**src/rtl/uart_pkg.sv**
```systemverilog
// Constants shared by the UART Tx parity generator and the Rx parity checker:
// parity-type encodings, the Rx parity FSM state encoding and the default frame width.
package uart_pkg;

    localparam logic EVEN_PARITY        = 1'b0;
    localparam logic ODD_PARITY         = 1'b1;
    localparam int   DEFAULT_DATA_WIDTH = 8;

    typedef enum logic [1:0] {
        IDLE   = 2'd0,
        DATA   = 2'd1,
        PARITY = 2'd2
    } rx_par_state_e;

endpackage : uart_pkg

```
**src/rtl/uart_rx_parity_check.sv**
```systemverilog
// Rx parity checker: deserialises the data bits of a UART frame and checks the received parity bit.
// Optional build macro UART_RX_PAR_ERR_CNT_EN adds a saturating 8-bit parity-error counter output.
module uart_rx_parity_check
    import uart_pkg::*;
#(
    parameter int DATA_WIDTH = DEFAULT_DATA_WIDTH
) (
    input  logic                  clk,
    input  logic                  rst,
    input  logic                  frame_start,
    input  logic                  bit_valid,
    input  logic                  sampled_bit,
    input  logic                  par_en,
    input  logic                  par_type,
    output logic [DATA_WIDTH-1:0] data_out,
    output logic                  par_done,
    output logic                  par_err,
    output logic                  busy
`ifdef UART_RX_PAR_ERR_CNT_EN
    ,
    output logic [7:0]            par_err_cnt
`endif
);

    localparam int CNT_W = $clog2(DATA_WIDTH);

    rx_par_state_e         state_q, state_d;
    logic [DATA_WIDTH-1:0] shift_q, shift_d;
    logic [DATA_WIDTH-1:0] data_out_q, data_out_d;
    logic [CNT_W-1:0]      bit_cnt_q, bit_cnt_d;
    logic                  accum_q, accum_d;
    logic                  par_en_q, par_en_d;
    logic                  par_type_q, par_type_d;
    logic                  par_done_q, par_done_d;
    logic                  par_err_q, par_err_d;

    // NOTE: every signal gets a default before the case so no path can infer a latch.
    always_comb begin
        state_d    = state_q;
        shift_d    = shift_q;
        data_out_d = data_out_q;
        bit_cnt_d  = bit_cnt_q;
        accum_d    = accum_q;
        par_en_d   = par_en_q;
        par_type_d = par_type_q;
        par_done_d = 1'b0;
        par_err_d  = par_err_q;

        // frame_start takes priority in every state: it aborts any frame in flight.
        if (frame_start) begin
            state_d    = DATA;
            shift_d    = '0;
            bit_cnt_d  = '0;
            accum_d    = 1'b0;
            par_en_d   = par_en;
            par_type_d = par_type;
        end else begin
            unique case (state_q)
                DATA: begin
                    if (bit_valid) begin
                        shift_d   = {sampled_bit, shift_q[DATA_WIDTH-1:1]};
                        accum_d   = accum_q ^ sampled_bit;
                        bit_cnt_d = bit_cnt_q + CNT_W'(1);
                        if (bit_cnt_q == CNT_W'(DATA_WIDTH - 1)) begin
                            if (par_en_q) begin
                                state_d = PARITY;
                            end else begin
                                state_d    = IDLE;
                                par_done_d = 1'b1;
                                par_err_d  = 1'b0;
                                data_out_d = shift_d;
                            end
                        end
                    end
                end
                PARITY: begin
                    if (bit_valid) begin
                        par_err_d  = (sampled_bit != (accum_q ^ par_type_q));
                        data_out_d = shift_q;
                        par_done_d = 1'b1;
                        state_d    = IDLE;
                    end
                end
                default: ;
            endcase
        end
    end

    // NOTE: sequential state uses non-blocking assignments only, so every flop samples pre-edge values.
    always_ff @(posedge clk or negedge rst) begin
        if (!rst) begin
            state_q    <= IDLE;
            shift_q    <= '0;
            data_out_q <= '0;
            bit_cnt_q  <= '0;
            accum_q    <= 1'b0;
            par_en_q   <= 1'b0;
            par_type_q <= EVEN_PARITY;
            par_done_q <= 1'b0;
            par_err_q  <= 1'b0;
        end else begin
            state_q    <= state_d;
            shift_q    <= shift_d;
            data_out_q <= data_out_d;
            bit_cnt_q  <= bit_cnt_d;
            accum_q    <= accum_d;
            par_en_q   <= par_en_d;
            par_type_q <= par_type_d;
            par_done_q <= par_done_d;
            par_err_q  <= par_err_d;
        end
    end

    assign data_out = data_out_q;
    assign par_done = par_done_q;
    assign par_err  = par_err_q;
    assign busy     = (state_q == DATA) || (state_q == PARITY);

`ifdef UART_RX_PAR_ERR_CNT_EN
    logic [7:0] err_cnt_q, err_cnt_d;

    // Saturating count of completed frames whose parity mismatched.
    always_comb begin
        err_cnt_d = err_cnt_q;
        if (par_done_d && par_err_d && (err_cnt_q != 8'hFF)) begin
            err_cnt_d = err_cnt_q + 8'd1;
        end
    end

    always_ff @(posedge clk or negedge rst) begin
        if (!rst) begin
            err_cnt_q <= '0;
        end else begin
            err_cnt_q <= err_cnt_d;
        end
    end

    assign par_err_cnt = err_cnt_q;
`endif

endmodule : uart_rx_parity_check
```
**config.mk**
```make
export PLATFORM = sky130hd
export DESIGN_NAME = uart_rx_parity_check
export DESIGN_NICKNAME = d
export VERILOG_FILES = /design/src/rtl/uart_pkg.sv /design/src/rtl/uart_rx_parity_check.sv
export SDC_FILE = /design/constraint.sdc
export NUM_CORES = 1
export LEC_CHECK = 0
export BUFFER_PORTS_ARGS = -buffer_cell sky130_fd_sc_hd__buf_2
export CORE_AREA = 3 3 61 63
export CTS_BUF_LIST = sky130_fd_sc_hd__clkbuf_8
export CTS_CLUSTER_DIAMETER = 40
export DETAILED_ROUTE_END_ITERATION = 16
export DIE_AREA = 0 0 64 66
export PLACE_DENSITY = 0.59
export SYNTH_ARGS = -nofsm -noshare
export SYNTH_HDL_FRONTEND = slang
export SYNTH_SLANG_ARGS = --single-unit
export TNS_END_PERCENT = 100
```
**constraint.sdc**
```tcl
create_clock -name clk -period 4.2 [get_ports clk]
set_clock_uncertainty 0.2 [all_clocks]
set_input_delay 0.84 -clock clk [delete_from_list [all_inputs] [get_ports clk]]
set_output_delay 0.84 -clock clk [all_outputs]
set_load 0.02 [all_outputs]
```
==> reports/metrics.yaml, run 1 <==
logic_synthesis:
  synth_top_cell_area_share_pct: 51.6
  synth_area_leaders: "dfrtp_1 52%, mux2_2 16%, nand2_1 6.3%"
  synth_seq_cells: 26
  synth_fp_nets: 123
  ys_types: 26
  synthCells: 112
  synth_warnings: 0
  synth.avg_cell_area_um2: 11.2
  synth.largest_area_cell: "dfrtp_1"
  yosysSeqAreaShare_pct: 51.6
  netlist_area_um2: 1260
sta:
  rsz0062_at_grt: "no"
  max_freq_mhz: 444
  finalSetupViolCount: 0
  drv_slew: 0
  hold_viol: 0
  slew_headroom_pct: 60.1
  fin_crit_sh_pct: 53.7
  worst_pin_slew_ns: 0.599
  period_needed_ns: 2.25
  tns_ns: 0
grt:
  antenna_found_initial: 0
  track_usage_pct: 12.1
  grt_pass1_vias: 866
  grt_overflow: 0
  grt_max_degree: 27
  grt_pass1_wl_um: 3960
critical_path:
  reg2reg_to: "par_err"
  cp_common_cell: "inv_1"
  cp_top_family: "flip-flops"
  path_cells: "inv_1 > ha_1 > inv_1 > buf_2"
  rrSetupSlack_ns: 2.04
  crit_required_ns: 3.16
  crit_buf_inv: 3
  cp-start-kind: "flop"
  slowest_stage: "dfrtp_1"
  crit_fanout: 3
  rr_worst_depth: 4
  worst_setup_path_end_kind: "primary output"
  worstSetupPathType: "reg -> out"
  r2r-start: "state_q[0]"
  worst-path-stages: 4
  arrival_ns: 1.21
  critPathMaxStageDelay_ns: 0.38
floorplanning:
  io_pins: 18
  start_util_pct: 38.4
  die_y_um: 66
  core_um2: 3280
  rows: 21
  die_w_um: 64
  die_area_um2: 4220
finish:
  drive_gt1_share_pct: 32.0
  finalNetCount: 140
  syn_to_final_growth_pct: 13.5
  final_util_pct: 43.5
  antennaDiodeCount: 0
  nFillCells: 324
routing:
  top_layer: "met4"
  routed_wl_um: 2210
  antenna_left: 0
  wl_met3_um: 87
  wl_met2_um: 1060
  first_iter_violations: 58
  via_per_inst: 4.90
  routedWlPerCell_um: 12.7
  route.detailed.drc: 0
  first_pass_iters: 4
  wl_met1_um: 1050
  vias: 852
clocking:
  cts_tree: "built"
  cts_setup_buffers: 0
  clk_pin_slew_ns: 0.09
  numCtsBuffers: 3
  postCtsHoldBufs: 0
  clockBufferDepth: 2
  cts_root_buf: "clkbuf_8"
  insertion_delay_ns: 0.26
  ctsResizeCount: 0
  htreeDepth: 1
  cts.sinks: 26
power:
  p_leak_nw: 0.692
  p_per_area_nw_per_um2: 323
  ir_drop_uv: 221
flow_run:
  maxCapViolCount: 0
run_status:
  run_status: "completed"
placed_design:
  gp_congestion: 0.768
  hpwl_um: 1590
  port_buffers: 17
worst_hold_path:
  hp-start: "data_out[2]"
  min-delay-path-class: "reg -> reg"
  min_path_cells: 1
  whs_endpoint: "data_out[2]"
-- sequential cells by signal, summed over array words and instances (netlist names) --
| register | flops |
|---|---|
| accum_q | 1 |
| bit_cnt_q | 3 |
| data_out | 8 |
| par_done | 1 |
| par_en_q | 1 |
| par_err | 1 |
| par_type_q | 1 |
| shift_q | 8 |
| state_q | 2 |
-- kinds of logic (layout without fill, tap and decap cells) --
logic type                 after synthesis  after routing  synth area share [%]
muxes                                   19             19                  16.9
adders and majority gates                4              4                  3.97
AOI/OAI and AO/OA                       17             17                  8.74
buffers and inverters                   10             26                  3.67
and+or+nand+nor                         33             33                  11.9
xor gates and xnor gates                 3              3                  3.18
DFF                                     26             26                  51.6
-- report_power, final --
part | switching [mW] | internal, mW
clock network | 0.0748 | 0.0837
logic | 0.0229 | 0.0168
registers | 0.00565 | 0.258
total | 0.103 | 0.359
-- synthesized netlist by cell type --
cell type	instances
ha_1	4
a31oi_1	1
a221oi_4	1
mux2_2	18
clkbuf_1	3
nor3_1	1
a21oi_1	11
xnor2_1	1
mux2i_1	1
a21o_1	1
nand2b_1	2
nor2b_1	2
buf_6	1
nand2_1	21
nand3b_1	1
dfrtp_1	26
nand4_1	1
or2_4	1
and2_1	1
inv_1	5
o21ai_0	3
xor2_1	1
xnor3_1	1
nand3_1	1
nor2_1	2
buf_2	1
-- routing by layer --
metal,vias to the layer above,track usage (%)
met5,-,0
met4,0,3.23
met3,2,3.23
met2,16,20.1
met1,424,15.4
li1,410,-
-- how the worst max path moves through the flow --
stage / start / end / slack [ns]
after floorplan: frame_start / data_out[0] / 1.94
after global routing: state_q[0] / busy / 1.88
after CTS: state_q[0] / busy / 1.93
final: state_q[0] / busy / 1.95
after global placement: frame_start / data_out[7] / 1.70
after detailed placement: frame_start / par_err / 1.67
-- cell usage in the layout, fill, tap and decap left out --
| cell | netlist | routed |
|---|---|---|
| nand2_1 | 21 | 21 |
| nand3_1 | 1 | 1 |
| buf_2 | 1 | 17 |
| nor3_1 | 1 | 1 |
| mux2i_1 | 1 | 1 |
| nand2b_1 | 2 | 2 |
| mux2_2 | 18 | 18 |
| nand4_1 | 1 | 1 |
| nand3b_1 | 1 | 1 |
| a31oi_1 | 1 | 1 |
| inv_1 | 5 | 5 |
| a21o_1 | 1 | 1 |
| and2_1 | 1 | 1 |
| or2_4 | 1 | 1 |
| a21oi_1 | 11 | 11 |
| clkbuf_8 | 0 | 4 |
| xnor3_1 | 1 | 1 |
| xnor2_1 | 1 | 1 |
| a221oi_4 | 1 | 1 |
| nor2_1 | 2 | 2 |
| o21ai_0 | 3 | 3 |
| xor2_1 | 1 | 1 |
| nor2b_1 | 2 | 2 |
| ha_1 | 4 | 4 |
| dfrtp_1 | 26 | 26 |
-- per-stage QoR --
step	instances	area, µm²	setup slack, ns	power [mW]	hold WS [ns]
detailed placement	170	1380	1.67	0.309	0.291
floorplan	112	1260	1.94	0.294	0.282
CTS	174	1430	1.93	0.471	0.312
finish	174	1430	1.95	0.462	0.310
global route	174	1430	1.88	0.490	0.321
global placement	170	1380	1.70	0.308	0.287
-- area by class of cell --
| class | count | area (µm²) | area share, % |
|---|---|---|---|
| Sequential cell | 26 | 651 | 45.5 |
| Multi-Input combinational cell | 76 | 563 | 39.4 |
| Timing Repair Buffer | 17 | 85.1 | 5.95 |
| Tap cell | 46 | 57.6 | 4.02 |
| Clock buffer | 4 | 55.1 | 3.85 |
| Inverter | 5 | 18.8 | 1.31 |
Note: power is estimated with default switching activity, not from simulation.
==> inputs of run 2 (changes only) <==
--- a/config.mk
+++ b/config.mk
@@ -5,13 +5,14 @@
 export SDC_FILE = /design/constraint.sdc
 export NUM_CORES = 1
 export LEC_CHECK = 0
+export ABC_AREA = 1
 export BUFFER_PORTS_ARGS = -buffer_cell sky130_fd_sc_hd__buf_2
 export CORE_AREA = 3 3 61 63
 export CTS_BUF_LIST = sky130_fd_sc_hd__clkbuf_8
 export CTS_CLUSTER_DIAMETER = 40
 export DETAILED_ROUTE_END_ITERATION = 16
 export DIE_AREA = 0 0 64 66
-export PLACE_DENSITY = 0.59
+export PLACE_DENSITY = 0.6
 export SYNTH_ARGS = -nofsm -noshare
 export SYNTH_HDL_FRONTEND = slang
 export SYNTH_SLANG_ARGS = --single-unit
==> constraint.sdc (replaced) <==
create_clock -name clk -period 2.2 [get_ports clk]
set_clock_uncertainty 0.2 [all_clocks]
set_input_delay 0.44 -clock clk [delete_from_list [all_inputs] [get_ports clk]]
set_output_delay 0.44 -clock clk [all_outputs]
set_load 0.02 [all_outputs]
==> run 2 against run 1 <==
Clock-buffer cell count shrank 1; combinational power grew 140%; sequential power grew 95%; routed wire length grew 0.68%; cell area grew 2.1%; largest cell class unchanged; highest routed layer unchanged.
==> reports/metrics.yaml, run 2 <==
critical_path:
  crit_start: "state_q[0]"
  cp-start-kind: "flop"
  worstSetupPathType: "reg -> out"
  worst_setup_path_end_kind: "primary output"
  worstSetupEndpoint: "busy"
  r2r-start: "state_q[0]"
  reg2reg_to: "data_out[0]"
  rr_worst_depth: 8
  rrSetupSlack_ns: 0.49
  slowest_stage: "ha_1"
  crit_fanout: 3
  path_cells: "inv_1 > ha_1 > inv_1 > buf_2"
  crit_required_ns: 1.56
  arrival_ns: 1.33
  critPathMaxStageDelay_ns: 0.42
  cp_common_cell: "inv_1"
finish:
  layout_commonest_cell: "nand2_1"
  regArea_um2: 651
  syn_to_final_growth_pct: 14.2
  drive_gt1_share_pct: 23.2
  antennaDiodeCount: 0
  multi_input_comb_area_um2: 528
  final_cell_mix: "41 x nand2_1, 26 x dfrtp_1, 18 x inv_1"
  finalNonFillerCells: 210
  fin_area_um2: 1460
  nFillCells: 341
  finalNetCount: 177
clocking:
  clk_pin_slew_ns: 0.08
  cts.sinks: 26
  ctsResizeCount: 0
  clockBufferDepth: 2
  cts_root_buf: "clkbuf_8"
  numCtsBuffers: 3
  htreeDepth: 1
  insertion_delay_ns: 0.26
  cts_setup_buffers: 0
  cts_tree: "built"
logic_synthesis:
  synth-edff-count: 0
  synth_seq_cells: 26
  ys_top_cells_by_count: "41 x nand2_1, 26 x dfrtp_1, 18 x inv_1, 11 x o21ai_0, 10 x nand2_2"
  synth_fp_nets: 156
  synth_top_cell_area_share_pct: 50.9
  synth.largest_area_cell: "dfrtp_1"
  synth.avg_cell_area_um2: 8.82
  synth_warnings: 0
  synth_flop_cell: "dfrtp_1"
  synth_area_leaders: "dfrtp_1 51%, nand2_1 12%, inv_1 5.3%"
  ys_types: 22
  yosysSeqAreaShare_pct: 50.9
  netlist_area_um2: 1280
  synthCells: 145
  synth.most_common_cell: "nand2_1"
  async_flop_share_pct: 100
placed_design:
  port_buffers: 17
  hpwl_um: 1690
  gp_congestion: 0.760
  postPlaceCellArea_um2: 1410
  dp_cells: 206
flow_run:
  maxCapViolCount: 0
grt:
  met1_usage_pct: 14.7
  busiest_layer: "met2"
  gr-usage-met3_pct: 2.55
  grt_pass1_wl_um: 3940
  grt_pass1_vias: 901
  antenna_found_initial: 0
  grt_overflow: 0
  grt_max_degree: 27
  use_met2_pct: 20.0
  track_usage_pct: 11.8
routing:
  via_per_inst: 4.50
  first_iter_violations: 20
  vias: 946
  antenna_left: 0
  route.detailed.drc: 0
  routed_wl_um: 2230
  routedWlPerCell_um: 10.6
  first_pass_iters: 4
floorplanning:
  start_util_pct: 38.9
  core_um2: 3280
  die_area_um2: 4220
  io_pins: 18
  die_y_um: 66
  rows: 21
  die_w_um: 64
power:
  ir_drop_uv: 345
  total_power_uw: 870
  p_per_area_nw_per_um2: 596
  p_leak_nw: 0.763
sta:
  fin_crit_sh_pct: 89.6
  max_freq_mhz: 507
  finalSetupViolCount: 0
  tns_ns: 0
  hold_viol: 0
  slew_headroom_pct: 62.6
  period_needed_ns: 1.97
  worst_pin_slew_ns: 0.562
  drv_slew: 0
  rsz0062_at_grt: "no"
run_status:
  run_status: "completed"
worst_hold_path:
  min-delay-path-class: "in -> reg"
-- run 2: cell types whose count changed after synthesis, moves of 4 or more --
cell / previous run / this run
nand2_1: 21 / 41
mux2_2: 18 / 0
inv_1: 5 / 18
nand2_2: 0 / 10
a21oi_1: 11 / 3
o21ai_0: 3 / 11
o22ai_1: 0 / 7
nand3_1: 1 / 6
o21ai_1: 0 / 4
-- run 2: power breakdown --
group | internal [mW] | switching [mW]
clock network | 0.122 | 0.135
logic | 0.0349 | 0.0621
registers | 0.501 | 0.0144
total | 0.659 | 0.211
-- run 2: worst min path at each step --
| stage | cells past startpoint | end | slack, ns | start |
|---|---|---|---|---|
| after floorplan | 0 | accum_q | -0.06 | rst |
| after global placement | 1 | data_out[4] | 0.26 | rst |
| after detailed placement | 1 | data_out[4] | 0.27 | rst |
| after CTS | 3 | par_type_q | 0.18 | par_type |
| after global routing | 3 | par_en_q | 0.21 | par_en |
| final | 3 | par_type_q | 0.18 | par_type |
-- run 2: timing repair --
action | CTS | global route
hold endpoints to repair | 26 | 0
setup endpoints to repair | 0 | 0
hold buffers | 1 | 0
-- run 2: cell families (layout without fill, tap and decap cells) --
family / after synthesis / in the layout / share of synthesized area [%]
fa+ha+maj: 4 / 4 / 3.91
simple gates: 67 / 67 / 26.9
buf+inv: 23 / 42 / 7.83
compound gates: 25 / 25 / 10.5
flops: 26 / 26 / 50.9
-- run 2: area by class of cell --
class,count,share of cell area [%]
clock buffers,3,2.83
repair buffers,19,7.03
well taps,46,3.94
multi-input cells,96,36.2
inverters,20,5.48
flip-flops and latches,26,44.6
-- run 2: metal layers --
| layer | share of wire (%) | vias up | routed length [µm] |
|---|---|---|---|
| met4 | 0.67 | 0 | 15 |
| met3 | 2.5 | 2 | 56 |
| met1 | 50 | 439 | 1120 |
| met2 | 46 | 7 | 1030 |
| li1 | - | 498 | - |
| met5 | 0 | - | 0 |
-- run 2: worst max-delay path: cells and delay by family (launching register included) --
kind	cells	cell delay (ns)
buffers and inverters	3	0.29
flip-flops	1	0.36
adder cells (fa/ha/maj)	1	0.42
-- run 2: through the flow --
stage / hold WS (ns) / util, % / setup WS, ns
floorplan: -0.0556 / - / 0.610
global placement: 0.259 / 42.9 / 0.524
detailed placement: 0.266 / 42.9 / 0.500
CTS: 0.176 / 44.5 / 0.220
global route: 0.213 / 44.5 / 0.172
finish: 0.177 / 44.5 / 0.229
==> inputs of run 3 (changes only) <==
--- a/config.mk
+++ b/config.mk
@@ -6,13 +6,13 @@
 export NUM_CORES = 1
 export LEC_CHECK = 0
 export ABC_AREA = 1
-export BUFFER_PORTS_ARGS = -buffer_cell sky130_fd_sc_hd__buf_2
 export CORE_AREA = 3 3 61 63
 export CTS_BUF_LIST = sky130_fd_sc_hd__clkbuf_8
 export CTS_CLUSTER_DIAMETER = 40
 export DETAILED_ROUTE_END_ITERATION = 16
 export DIE_AREA = 0 0 64 66
-export PLACE_DENSITY = 0.6
+export DONT_BUFFER_PORTS = 1
+export PLACE_DENSITY = 0.55
 export SYNTH_ARGS = -nofsm -noshare
 export SYNTH_HDL_FRONTEND = slang
 export SYNTH_SLANG_ARGS = --single-unit
==> run 3 against run 2 <==
Global-route usage rose by 0.58 points; sequential share of layout area rose by 1.1 points; cell area fell by 2.4%; clock-buffer cell count did not move; setup slack improved by 0.039 ns; via count fell by 2.1%; first-iteration DRC count fell by 5.0%.
==> reports/metrics.yaml, run 3 (same netlist as run 2, synthesis figures left out) <==
floorplanning:
  start_util_pct: 38.9
  die_area_um2: 4220
  rows: 21
  core_um2: 3280
  die_w_um: 64
  die_y_um: 66
  io_pins: 18
routing:
  routedWlPerCell_um: 11.9
  antenna_left: 0
  vias: 926
  routed_wl_um: 2320
  route.detailed.drc: 0
  first_pass_iters: 4
  via_per_inst: 4.75
  first_iter_violations: 19
run_status:
  run_status: "completed"
placed_design:
  gp_congestion: 0.768
  dp_cells: 189
  port_buffers: 0
  hpwl_um: 1640
  postPlaceCellArea_um2: 1320
grt:
  use_met2_pct: 19.4
  grt_pass1_wl_um: 4050
  grt_overflow: 0
  grt_max_degree: 27
  busiest_layer: "met2"
  met1_usage_pct: 16.8
  track_usage_pct: 12.3
  antenna_found_initial: 0
  grt_pass1_vias: 866
  gr-usage-met3_pct: 2.72
finish:
  final_cell_mix: "41 x nand2_1, 26 x dfrtp_1, 18 x inv_1"
  fin_area_um2: 1430
  multi_input_comb_area_um2: 528
  regArea_um2: 651
  antennaDiodeCount: 0
  drive_gt1_share_pct: 15.4
  layout_commonest_cell: "nand2_1"
  finalNonFillerCells: 195
  syn_to_final_growth_pct: 11.4
  nFillCells: 324
  finalNetCount: 161
clocking:
  cts_root_buf: "clkbuf_8"
  numCtsBuffers: 3
  insertion_delay_ns: 0.27
  cts_setup_buffers: 0
  clk_pin_slew_ns: 0.10
  htreeDepth: 1
  clockBufferDepth: 2
  cts.sinks: 26
  cts_tree: "built"
sta:
  finalSetupViolCount: 0
  max_freq_mhz: 518
  period_needed_ns: 1.93
  drv_slew: 0
  fin_crit_sh_pct: 87.8
  rsz0062_at_grt: "no"
  hold_viol: 0
  tns_ns: 0
  hold_slack_ns: 0.0315
  slew_headroom_pct: 81.6
  worst_pin_slew_ns: 0.275
worst_hold_path:
  min-delay-path-class: "in -> reg"
critical_path:
  rrSetupSlack_ns: 0.49
  worst_setup_path_end_kind: "primary output"
  arrival_ns: 1.29
  crit_required_ns: 1.56
  cp-start-kind: "flop"
  crit_fanout: 3
  worstSetupPathType: "reg -> out"
power:
  p_per_area_nw_per_um2: 704
  ir_drop_uv: 314
  p_leak_nw: 0.705
  total_power_mw: 1.00
flow_run:
  maxCapViolCount: 0
## run 3: path summary, 6_finish.rpt
check                              from           end  depth (start not counted)
setup / recovery             state_q[1]          busy                          2
hold / removal              frame_start      par_done                          1
setup reg to reg             state_q[0]       par_err                          8
hold reg to reg            bit_cnt_q[0]  bit_cnt_q[0]                          1
max in group asynchronous           rst   data_out[3]                          2
min in group asynchronous           rst       par_err                          2
## run 3: what timing repair did
action                                  in CTS  in global routing
gates resized for setup                      0                  0
hold buffers                                 2                  0
endpoints found under the hold margin       26                  0
endpoints found under the setup margin       0                  0
## run 3: cell type report
| class | instances | area share, % |
|---|---|---|
| Timing Repair Buffer | 3 | 2.63 |
| Multi-Input combinational cell | 96 | 37.0 |
| Sequential cell | 26 | 45.7 |
| Inverter | 20 | 5.62 |
| Tap cell | 46 | 4.04 |
| Clock buffer | 3 | 2.90 |
| Clock inverter | 1 | 2.11 |
## run 3: power breakdown
| part | switching [mW] | internal (mW) | total, mW |
|---|---|---|---|
| registers | 0.0178 | 0.501 | 0.519 |
| logic | 0.0527 | 0.0325 | 0.0852 |
| clock network | 0.156 | 0.243 | 0.399 |
| total | 0.226 | 0.777 | 1.00 |
## run 3: per-layer routing
| layer | wire length, µm | share of wire (%) |
|---|---|---|
| met5 | 0 | 0 |
| met1 | 1140 | 49 |
| met2 | 1070 | 46 |
| met3 | 98 | 4.2 |
| met4 | 19 | 0.82 |
## run 3: worst max-delay path, stage by stage (launching register included)
cell     delay, ns
dfrtp_1       0.41
ha_1          0.43
inv_1         0.17
## run 3: metrics by stage
stage               util [%]  setup WS [ns]
floorplan                  -          0.610
global placement        40.3          0.551
detailed placement      40.3          0.504
CTS                     43.4          0.266
global route            43.4          0.221
finish                  43.4          0.268
